**config.mk**
```make
export PLATFORM = sky130hd
export DESIGN_NAME = timed_decoder
export DESIGN_NICKNAME = d
export VERILOG_FILES = /design/src/rtl/timed_decoder.sv
export SDC_FILE = /design/constraint.sdc
export NUM_CORES = 1
export LEC_CHECK = 0
export BUFFER_PORTS_ARGS = -buffer_cell sky130_fd_sc_hd__clkbuf_2
export CAP_MARGIN = 20
export CORE_ASPECT_RATIO = 0.8
export CORE_MARGIN = 2
export CORE_UTILIZATION = 45
export CTS_CLUSTER_DIAMETER = 150
export DETAILED_ROUTE_END_ITERATION = 12
export PLACE_DENSITY = 0.67
export SLEW_MARGIN = 5
export SYNTH_ARGS = -nofsm -noshare
export SYNTH_HDL_FRONTEND = slang
export SYNTH_SLANG_ARGS = --single-unit
```
**constraint.sdc**
```tcl
create_clock -name clk -period 2.75 [get_ports clk]
set_clock_uncertainty 0.1 [all_clocks]
set_input_delay 0.55 -clock clk [delete_from_list [all_inputs] [get_ports clk]]
set_output_delay 0.55 -clock clk [all_outputs]
set_load 0.03 [all_outputs]
```
**src/rtl/timed_decoder.sv**
```systemverilog
`default_nettype none
// ============================================================================
//  Module      : timed_decoder
//  Description : Registered one-hot select generator with a valid/ready
//                request port, per-request hold time and out-of-range flag.
//  Revision    : 1.0 - initial release
// ============================================================================
module timed_decoder #(
   parameter int ADDR_WIDTH  = 3,
   parameter int NUM_OUTPUTS = 2**ADDR_WIDTH,
   parameter int HOLD_CYCLES = 1,
   parameter int CNT_WIDTH   = 8
) (
   input  logic                   clk,
   input  logic                   reset,
   input  logic                   enable,
   input  logic                   in_valid,
   output logic                   in_ready,
   input  logic [ADDR_WIDTH-1:0]  addr,
   output logic [NUM_OUTPUTS-1:0] sel,
   output logic                   busy,
   output logic                   err
);

   typedef enum logic [0:0] {
      IDLE   = 1'b0,
      ACTIVE = 1'b1
   } state_t;

   // One extra bit so the range compare also works when NUM_OUTPUTS == 2**ADDR_WIDTH.
   localparam logic [ADDR_WIDTH:0]  c_num_outputs = (ADDR_WIDTH+1)'(NUM_OUTPUTS);
   localparam logic [CNT_WIDTH-1:0] c_cnt_load    = CNT_WIDTH'(HOLD_CYCLES - 1);

   state_t                   r_state;
   state_t                   w_state_nxt;
   logic [NUM_OUTPUTS-1:0]   r_sel;
   logic [NUM_OUTPUTS-1:0]   w_sel_nxt;
   logic [NUM_OUTPUTS-1:0]   w_dec;
   logic [CNT_WIDTH-1:0]     r_cnt;
   logic [CNT_WIDTH-1:0]     w_cnt_nxt;
   logic                     r_err;
   logic                     w_err_nxt;
   logic                     w_accept;
   logic                     w_in_range;
   logic                     w_cnt_zero;

   for (genvar gi = 0; gi < NUM_OUTPUTS; gi++) begin : g_dec
      assign w_dec[gi] = (addr == ADDR_WIDTH'(gi));
   end

   assign w_in_range = ({1'b0, addr} < c_num_outputs);
   assign w_cnt_zero = (r_cnt == '0);
   assign in_ready   = enable & ~reset & ((r_state == IDLE) | ((r_state == ACTIVE) & w_cnt_zero));
   assign w_accept   = in_valid & in_ready;

   always_ff @(posedge clk or posedge reset) begin
      if (reset) begin
         r_state <= IDLE;
         r_sel   <= '0;
         r_cnt   <= '0;
         r_err   <= 1'b0;
      end else begin
         r_state <= w_state_nxt;
         r_sel   <= w_sel_nxt;
         r_cnt   <= w_cnt_nxt;
         r_err   <= w_err_nxt;
      end
   end

   always_comb begin
      w_state_nxt = r_state;
      w_sel_nxt   = r_sel;
      w_cnt_nxt   = r_cnt;
      w_err_nxt   = 1'b0;
      if (!enable) begin
         w_state_nxt = IDLE;
         w_sel_nxt   = '0;
         w_cnt_nxt   = '0;
      end else if (w_accept) begin
         // Loading straight over the last ACTIVE cycle gives gap-free back-to-back strobes.
         if (w_in_range) begin
            w_state_nxt = ACTIVE;
            w_sel_nxt   = w_dec;
            w_cnt_nxt   = c_cnt_load;
         end else begin
            w_state_nxt = IDLE;
            w_sel_nxt   = '0;
            w_cnt_nxt   = '0;
            w_err_nxt   = 1'b1;
         end
      end else if (r_state == ACTIVE) begin
         if (w_cnt_zero) begin
            w_state_nxt = IDLE;
            w_sel_nxt   = '0;
         end else begin
            w_cnt_nxt   = r_cnt - 1'b1;
         end
      end
   end

   assign sel  = r_sel;
   assign busy = |r_sel;
   assign err  = r_err;

endmodule
`default_nettype wire
```
Word-level counts from Yosys, hierarchy flattened:

Index checks and enable logic that the tools add are counted.
W data, S select, Z words.

* add/subtract/negate cells: 1
* equal/unequal tests: 10
* mux-type cells: 12
* bitwise logic cells: 7
* reduce and logical (&&, ||, !) cells: 5

Operators with widths (count)
* $mux W8: 8
* $eq A3 B3 Y1 const B: 4
* $logic_not A8 Y1: 1
* $reduce_or A8 Y1: 1
* $sub A8 B1 Y8 const B: 1
* $eq A3 B2 Y1 const B: 2
* $ne A3 B1 Y1 const B: 2
* $and A1 B1 Y1: 4
* $mux W1: 4
* $reduce_and A2 Y1: 2
* $eq A3 B1 Y1 const B: 1
* $logic_not A3 Y1: 1
* $ne A3 B3 Y1 const B: 1
* $not A1 Y1: 2
* $or A1 B1 Y1: 1

* bits in registers: 17
* input port bits: 7
* output and inout port bits: 11
* word-level logic and storage cells: 38

Logic depth before layout (Yosys ltp):

Gate-level depths: netlist of run 1.

* depth after elaboration: 7
* mapped depth: 6
* mapped depth without buffers: 6

Least setup slack after synthesis of run 1:

No wires, ideal clock.

* kind: register to output
* start point: reg r_cnt[0]
* end point: out in_ready
* arrival time: 1638 ps
* data required time: 2100 ps
* path slack: 462 ps
* stages on the path, launching flop included: 6
* buffers on the path: 0
* path through: dfrtp_1 inv_1 ha_1 nor3b_1 a21boi_2 nor3b_4

* word-level cells in the longest chain between the ends: 4

RTL lines
* from (decl): RTL line 39 `logic [CNT_WIDTH-1:0] r_cnt;`
* from (signal assigned): RTL line 65 `r_cnt <= w_cnt_nxt;`
* $logic_not A8 Y1: RTL line 52 `assign w_cnt_zero = (r_cnt == '0);`
* $and A1 B1 Y1: RTL line 53 `assign in_ready = enable & ~reset & ((r_state == IDLE) | ((r_state == ACTIVE) & w_cnt_zero));`
* $or A1 B1 Y1: RTL line 53
* $and A1 B1 Y1: RTL line 53
* to (decl): RTL line 18 `output logic in_ready,`

No other way between the ends.

Worst setup path in the final report of run 1:

Same ends and word-level chain as after synthesis.

==> results of run 1 <==
-- layer usage --
metal / wire (um) / vias up / global-route usage
met4: 11 / 0 / 0.0450
met1: 1020 / 376 / 0.287
met3: 100 / 2 / 0.0709
met2: 904 / 15 / 0.287
li1: - / 377 / -
met5: 0 / - / 0
-- synthesized netlist by cell type (2+ instances only) --
master,instances
nand3_1,2
mux2i_1,2
nor2b_1,4
inv_1,4
a32o_1,6
and2_1,3
a22o_1,2
dfrtp_1,17
nor4_1,4
ha_1,2
nand2b_1,3
o21ai_0,9
nor3b_1,2
and3_1,2
nor2_1,3
a21oi_1,3
nand2_1,7
a31oi_1,2
-- cell type report --
class	instances	area, um2	share of cell area
repair buffers	17	87.6	0.0830
inverters	4	15.0	0.0142
multi-input cells	66	470	0.446
flip-flops and latches	17	425	0.403
clock buffers	4	26.3	0.0249
well taps	24	30.0	0.0285
-- power breakdown --
part	total, W	switching, W	leakage (nW)	internal (W)
sequential	0.000255	0.00000277	0.236	0.000253
combinational	0.0000555	0.0000383	0.242	0.0000172
clock	0.000132	0.0000759	0.0150	0.0000565
-- state kept, by name, indices dropped and copies added (netlist names) --
name / cells
r_cnt: 8
sel: 8
r_state: 1
-- worst register-to-register path, cell delays in order, from the launching register on --
cell and delay (ns):
dfrtp_1 0.39, inv_1 0.10, ha_1 0.22, nor3b_4 0.17, a21boi_2 0.39, o21ai_0 0.25, a311oi_1 0.29
-- final timing paths --
| check | from | end | slack, ns | cells past startpoint |
|---|---|---|---|---|
| worst max-delay path | r_cnt[0]$_DFFE_PP0P_ | in_ready | 0.17 | 6 |
| worst min-delay path | reset | sel[2]$_DFFE_PP0P_ | 0.25 | 2 |
| worst max register to register | r_cnt[0]$_DFFE_PP0P_ | r_cnt[2]$_DFFE_PP0P_ | 0.75 | 6 |
| worst min register to register | sel[0]$_DFFE_PP0P_ | sel[0]$_DFFE_PP0P_ | 0.43 | 1 |
| max in group asynchronous | reset | sel[6]$_DFFE_PP0P_ | 1.88 | 2 |
| min in group clk | sel[0]$_DFFE_PP0P_ | sel[0]$_DFFE_PP0P_ | 0.43 | 1 |
-- through the flow --
stage	worst slack (ns)	power [W]
after floorplan	0.462	0.000297
final	0.174	0.000443
after global placement	0.417	0.000315
after CTS	0.159	0.000447
after global routing	-0.000995	0.000467
after detailed placement	0.322	0.000315
-- cell families (layout without fill, tap and decap cells) --
group                    Yosys count  count (layout)
AO/OA/AOI/OAI                     25              25
XOR/XNOR                           1               1
adder cells (fa/ha/maj)            2               2
buffers and inverters              6              25
flip-flops                        17              17
multiplexers                       2               2
other                              1               1
AND/OR/NAND/NOR                   35              35
-- timing repair --
action | in CTS | in global routing
gates resized for setup | 1 | 1
setup buffers | 0 | 0
endpoints found under the setup margin | 1 | 1
hold endpoints to repair | 0 | 0
==> metrics.csv, run 1 <==
metric;value;unit
status;complete, no violations;
dr.pass1.iters;4;
worst_slew_pin_slew;0.714;ns
period_minus_slack;2.58;ns
grt_pass1_wl;3390;um
drt_iter0_drc;20;
synthCells;89;
critPathMostFrequentCell;nor3b_4;
layout-drive-gt1-share;0.222;
clock_sinks;17;
routed_wirelength;2040;um
portBuffers;16;
gp_congestion;0.897;
ys_top_cells_by_area;dfrtp_1, a32o_1, o21ai_0;
crit_chain;inv_1 -> ha_1 -> nor3b_4 -> a21boi_2 -> nor3b_4 -> clkbuf_2;
critPathCaptureType;output pin;
final_common_cell;dfrtp_1;
maxSlewHeadroom;0.522;
required;2.10;ns
synth_top_area_cell;dfrtp_1;
final_area;0.00105;mm2
root_buffer;clkbuf_4;
coreArea;0.00189;mm2
dp.cells;128;
synth.distinct_cells;30;
synth_edf_count;0;
grt_use_total;0.199;
die_h;44.2;um
ios;18;
fillers;176;
area_delta_synth_final;15.8;%
holdWs;0.254;ns
seq_area_frac_synth;0.467;
dpl.hpwl;1480;um
grt_max_degree;18;
wire_per_inst;15.5;um
clkTransAtPathRegs;0.10;ns
grt_overflow;0;
setup_viol;0;
period_share;0.937;
cts_tree;done;
synth_top_family_by_area;simple AND/OR/NAND/NOR gates;
synth_compound_area_frac;0.196;
avgSynthCellArea;10.2;um2
final_cells;132;
antenna_found_initial;0;
utilization;0.558;
rows;14;
synth_nets;98;
worstPathArrival;1.93;ns
synthSimpleGateAreaFrac;0.245;
synth_top_area_share;0.467;
die_area;0.00240;mm2
cts_made_buffers;3;
crit_path_start_kind;register;
finalHoldViolCount;0;
p_per_area;420;mW/mm2
viasPerCell;5.83;
htree_levels;1;
fmax;388;MHz
synth-main-ff-cell;dfrtp_1;
worst-path-buf-inv;2;
fin_tns_setup;0;ns
die_width;54.3;um
synth.mux.area_fraction;0.0220;
crit_family;simple AND/OR/NAND/NOR gates;
max_stage_delay;0.41;ns
p_leak;0.494;nW
synthArstFlopShare;1.00;
path_class;reg2out;
ys_seq_elements;17;
syn_area;911;um2
start_util;0.481;
fin_nets;118;
slowest_stage;dfrtp_1;
mostFrequentLayoutCells;dfrtp_1, clkbuf_2, o21ai_0;
synth_xor_area_frac;0.00962;
drc;0;
cp_max_fo;9;
max-cap-violations;0;
detailed_place.area;0.00102;mm2
ys_warn_count;0;
cts.path.max_buffers;2;
grt_pass1_vias;740;
min_path_type;in2async;
slew_viol_final;0;
diodes;0;
insertion_delay;0.29;ns
ir_worst_vdd;0.247;mV
ant_nets;0;
synth_fa_ha_area_frac;0.0275;
via_count;770;
postCtsHoldBufs;0;
Power figures use the tool's default switching activity.
==> run 2, diff against run 1 <==
ABC_AREA = 1   (was default)
CAP_MARGIN = 0   (was 20)
==> metrics.csv, run 2 <==
metric;value;unit;change
final_common_cell;nand2_1;;
gp_congestion;0.846;;-5.6%
path_class;reg2out;;
min_path_type;in2async;;
grt_pass1_wl;3440;um;+1.4%
period_minus_slack;2.36;ns;-0.220 ns
rsz0062_at_grt;false;;
dp_slack;0.693;ns;+0.370 ns
cts_resized;0;;-1
final_area;0.00111;mm2;+5.0%
fmax;425;MHz;+9.3%
cp_max_fo;8;;-1
cts_tree;done;;
clkTransAtPathRegs;0.10;ns;about the same
area_delta_synth_final;11.3;%;
avgSynthCellArea;7.71;um2;-25%
cts.path.max_buffers;2;;unchanged
drc;0;;unchanged
p_per_area;401;mW/mm2;-4.6%
synth_top_area_cell;dfrtp_1;;
max-cap-violations;0;;unchanged
rows;15;;+1
grt_max_degree;21;;+3
synthArstFlopShare;1.00;;unchanged
cts_made_buffers;3;;unchanged
root_buffer;clkbuf_4;;
drt_iter0_drc;26;;+30%
portBuffers;16;;unchanged
p_leak;0.636;nW;+29%
synthTopCellsByCount;nand2_1, dfrtp_1, inv_1, nand4_1, nor2_1;;
fin_nets;155;;+31%
fin_tns_setup;0;ns;unchanged
start_util;0.469;;-0.0125
layout-drive-gt1-share;0.193;;-0.0291
ios;18;;unchanged
synth_nets;138;;+41%
synth.distinct_cells;21;;-30%
ys_top_cells_by_area;dfrtp_1, nand2_1, nand4_1;;
period_share;0.857;;-0.0800
mostFrequentLayoutCells;nand2_1, inv_1, nand4_1, dfrtp_1, clkbuf_2;;
fillers;196;;+11%
seq_area;425;um2;unchanged
critPathCaptureType;output pin;;
die_width;56.6;um;+4.2%
ys_seq_elements;17;;unchanged
dpl.hpwl;1530;um;+3.4%
routed_wirelength;2050;um;+0.29%
coreArea;0.00212;mm2;+12%
synth_top_area_share;0.428;;-0.0394
synth_edf_count;0;;unchanged
grt_use_total;0.180;;-0.0193
die_area;0.00260;mm2;+8.4%
diodes;0;;unchanged
seq_area_frac_synth;0.428;;-0.0394
slew_viol_final;0;;unchanged
postCtsHoldBufs;0;;unchanged
detailed_place.area;0.00108;mm2;+6.3%
htree_levels;1;;unchanged
syn_area;995;um2;+9.2%
setup_ws;0.394;ns;+0.220 ns
status;complete, no violations;;
ant_nets;0;;unchanged
insertion_delay;0.30;ns;about the same
ys_warn_count;0;;unchanged
grt_overflow;0;;unchanged
synth_most_common_cell;nand2_1;;
wire_per_inst;12.0;um;-22%
viasPerCell;5.04;;-14%
synthCells;129;;+45%
grt_pass1_vias;751;;+1.5%
finalHoldViolCount;0;;unchanged
crit_path_start_kind;register;;
die_h;46.1;um;+4.1%
worstPathArrival;1.71;ns;-0.22 ns
clock_sinks;17;;unchanged
post-cts-setup-buffers;0;;unchanged
antenna_found_initial;0;;unchanged
multiInputGateArea;473;um2;+0.53%
ir_worst_vdd;0.281;mV;+14%
required;2.10;ns;about the same
setup_viol;0;;unchanged
dr.pass1.iters;4;;unchanged
synth-main-ff-cell;dfrtp_1;;
via_count;856;;+11%
run 2: changes by cell type in the layout (fill, tap and decap cells not counted), sizes merged, moves of 3 or more:
| cell | delta |
|---|---|
| nor4 | -3 |
| nand4 | +17 |
| a32o | -6 |
| nand2b | -3 |
| inv | +13 |
| nand2 | +32 |
| o21ai | -8 |
| xor2 | +3 |
| and2 | -3 |
| nor2 | +16 |
| nor2b | -4 |
| nor3b | -3 |
run 2: metrics by stage:
step / cells / hold slack, ns / total power, W / util
floorplan: 129 / 0.384 / 0.000298 / -
global placement: 166 / 0.424 / 0.000312 / 0.510
detailed placement: 166 / 0.436 / 0.000312 / 0.510
CTS: 170 / 0.197 / 0.000448 / 0.522
global route: 170 / 0.227 / 0.000464 / 0.522
finish: 170 / 0.174 / 0.000444 / 0.522
run 2: worst paths after layout:
path                                   endpoint                 start  slack (ns)  cells past startpoint
max                                    in_ready  r_cnt[0]$_DFFE_PP0P_        0.39                      7
min                        r_cnt[4]$_DFFE_PP0P_                 reset        0.17                      3
max reg2reg                r_cnt[0]$_DFFE_PP0P_  r_cnt[0]$_DFFE_PP0P_        0.68                      7
min reg2reg                r_cnt[0]$_DFFE_PP0P_  r_cnt[0]$_DFFE_PP0P_        0.45                      2
max in group asynchronous  r_cnt[6]$_DFFE_PP0P_                 reset        2.18                      3
min in group clk             sel[3]$_DFFE_PP0P_               addr[2]        0.43                      4
run 2: cell type report:
| class | instances | area share |
|---|---|---|
| multi-input combinational | 90 | 0.427 |
| sequential | 17 | 0.384 |
| timing repair buffer | 17 | 0.0791 |
| inverter | 17 | 0.0576 |
| tap | 25 | 0.0282 |
| clock buffer | 4 | 0.0237 |
run 2: logic make-up after synthesis:
family	after synthesis	synth area share
AND/OR/NAND/NOR	82	0.399
buffers and inverters	22	0.0969
flip-flops	17	0.428
XOR/XNOR	3	0.0264
AO/OA/AOI/OAI	2	0.0214
adder cells (fa/ha/maj)	2	0.0252
other	1	0.00377
run 2: routing by layer:
metal,routed length (um),GRT usage
met1,1070,0.257
met2,839,0.249
met3,98,0.0534
met4,39,0.0857
met5,0,0
run 2: worst max-delay path, stage by stage, from the launching register on:
cell      delay [ns]
dfrtp_1         0.39
inv_1           0.11
ha_1            0.18
nand3_2         0.12
nor2_1          0.19
nor2_2          0.11
nor2_1          0.10
clkbuf_2        0.21
run 2: power by group:
group | internal (W) | switching [W]
combinational | 0.0000130 | 0.0000385
sequential | 0.000252 | 0.00000253
clock | 0.0000566 | 0.0000808
total | 0.000322 | 0.000122
==> run 3, diff against run 2 <==
GPL_TIMING_DRIVEN = 0   (was default)
==> metrics.csv, run 3 (synthesized netlist as in run 2, its figures left out) <==
metric;value;unit;change
detailed_place.area;0.00110;mm2;+1.9%
switching_power;0.000126;W;+3.5%
insertion_delay;0.30;ns;about the same
pwr-share-clk;0.312;;+0.003
dpl.hpwl;1570;um;+2.7%
rsz0062_at_grt;false;;
gp_congestion;0.775;;-8.4%
ant_nets;0;;unchanged
fillers;202;;+3.1%
fmax;422;MHz;-0.53%
mostFrequentLayoutCells;nand2_1, inv_1, nand4_1, dfrtp_1;;
finalHoldViolCount;0;;unchanged
final_cells;173;;+1.8%
root_buffer;clkbuf_4;;
fin_tns_setup;0;ns;unchanged
cts_resized;0;;unchanged
grt_pass1_vias;752;;+0.13%
cts_made_buffers;3;;unchanged
grt_use_total;0.174;;-0.00580
setup_ws;0.382;ns;-0.0126 ns
start_util;0.469;;unchanged
via_count;871;;+1.8%
pwr-share-comb;0.121;;+0.005
final_area;0.00113;mm2;+1.8%
max-cap-violations;0;;unchanged
rows;15;;unchanged
worst_slew_pin_slew;0.704;ns;
p_per_area;399;mW/mm2;-0.42%
grt_pass1_wl;3410;um;-1.0%
required;2.10;ns;about the same
slew_viol_final;0;;unchanged
coreArea;0.00212;mm2;unchanged
min_path_type;in2async;;
dp_slack;0.438;ns;-0.255 ns
critPathCaptureType;output pin;;
status;complete, no violations;;
ios;18;;unchanged
crit_path_start_kind;register;;
clkTransAtPathRegs;0.10;ns;about the same
post-cts-setup-buffers;0;;unchanged
diodes;0;;unchanged
layout-drive-gt1-share;0.203;;+0.00960
internal_power;0.000324;W;+0.57%
path_class;reg2out;;
ff2ff_setup_slack;0.97;ns;+0.29 ns
grt_max_degree;19;;-9.5%
maxSlewHeadroom;0.530;;
antenna_found_initial;0;;unchanged
postCtsHoldBufs;0;;unchanged
worstPathArrival;1.72;ns;about the same
ir_worst_vdd;0.375;mV;+33%
p_leak;0.646;nW;+1.6%
swShare;0.280;;+0.00582
drc;0;;unchanged
viasPerCell;5.03;;about the same
power_frac_seq;0.567;;-0.008
setup_viol;0;;unchanged
portBuffers;15;;-1
holdWs;0.225;ns;+0.0509 ns
routed_wirelength;2080;um;+1.7%
cp_max_fo;8;;unchanged
wire_per_inst;12.0;um;-0.10%
die_width;56.6;um;unchanged
die_area;0.00260;mm2;unchanged
cts.path.max_buffers;2;;unchanged
fin_nets;158;;+1.9%
drt_iter0_drc;14;;-46%
die_h;46.1;um;unchanged
dr.pass1.iters;4;;unchanged
final_common_cell;nand2_1;;
grt_overflow;0;;unchanged
cts_tree;done;;
clock_sinks;17;;unchanged
period_share;0.861;;+0.00459
period_minus_slack;2.37;ns;+0.0126 ns
htree_levels;1;;unchanged
dp.cells;169;;+1.8%
area_delta_synth_final;13.3;%;
run 3: cell count changes in the layout (fill, tap and decap cells not counted), sizes merged:
cell,before,now
clkbuf,20,19
buf,1,5
run 3: power by group through the flow:
stage	clock, W	sequential, W	combinational (W)
final	0.000141	0.000255	0.0000543
after global routing	0.000151	0.000255	0.0000602
after CTS	0.000142	0.000255	0.0000548
after detailed placement	0	0.000260	0.0000546
after global placement	0	0.000260	0.0000540
after floorplan	0	0.000264	0.0000333
run 3: path summary, 6_finish.rpt:
kind / start / end / depth (start not counted)
worst min register to register: r_cnt[0]$_DFFE_PP0P_ / r_cnt[0]$_DFFE_PP0P_ / 2
worst max register to register: r_cnt[0]$_DFFE_PP0P_ / r_cnt[3]$_DFFE_PP0P_ / 8
worst max-delay path: r_cnt[0]$_DFFE_PP0P_ / in_ready / 7
worst min-delay path: reset / sel[7]$_DFFE_PP0P_ / 2
max in group asynchronous: reset / sel[0]$_DFFE_PP0P_ / 2
min in group clk: addr[2] / sel[3]$_DFFE_PP0P_ / 4
run 3: critical path: stages (launching register included):
cell and delay, ns:
dfrtp_1 0.39, inv_1 0.11, ha_1 0.18, nand3_2 0.13, nor2_1 0.19, nor2_2 0.12, nor2_1 0.10, clkbuf_2 0.21
run 3: metrics by stage:
| step | power, W | utilization |
|---|---|---|
| 5_1_grt | 0.000466 | 0.532 |
| 4_1_cts | 0.000451 | 0.532 |
| 2_1_floorplan | 0.000298 | - |
| 3_5_place_dp | 0.000315 | 0.519 |
| 6_report | 0.000450 | 0.532 |
| 3_3_place_gp | 0.000314 | 0.519 |
run 3: area by class of cell:
cell class | count | area (um2) | share of cell area
buffer | 5 | 32.5 | 0.0289
clock buffer | 4 | 26.3 | 0.0233
inverter | 17 | 63.8 | 0.0566
multi-input combinational | 90 | 473 | 0.420
sequential | 17 | 425 | 0.377
tap | 25 | 31.3 | 0.0277
timing repair buffer | 15 | 75.1 | 0.0666
run 3: metal layers:
layer  vias to the layer above  track usage  part of all wire
li1                        453            -                 -
met1                       397        0.258              0.53
met2                        17        0.256              0.41
met3                         4       0.0421             0.044
met4                         0       0.0429             0.010
met5                         -            0                 0
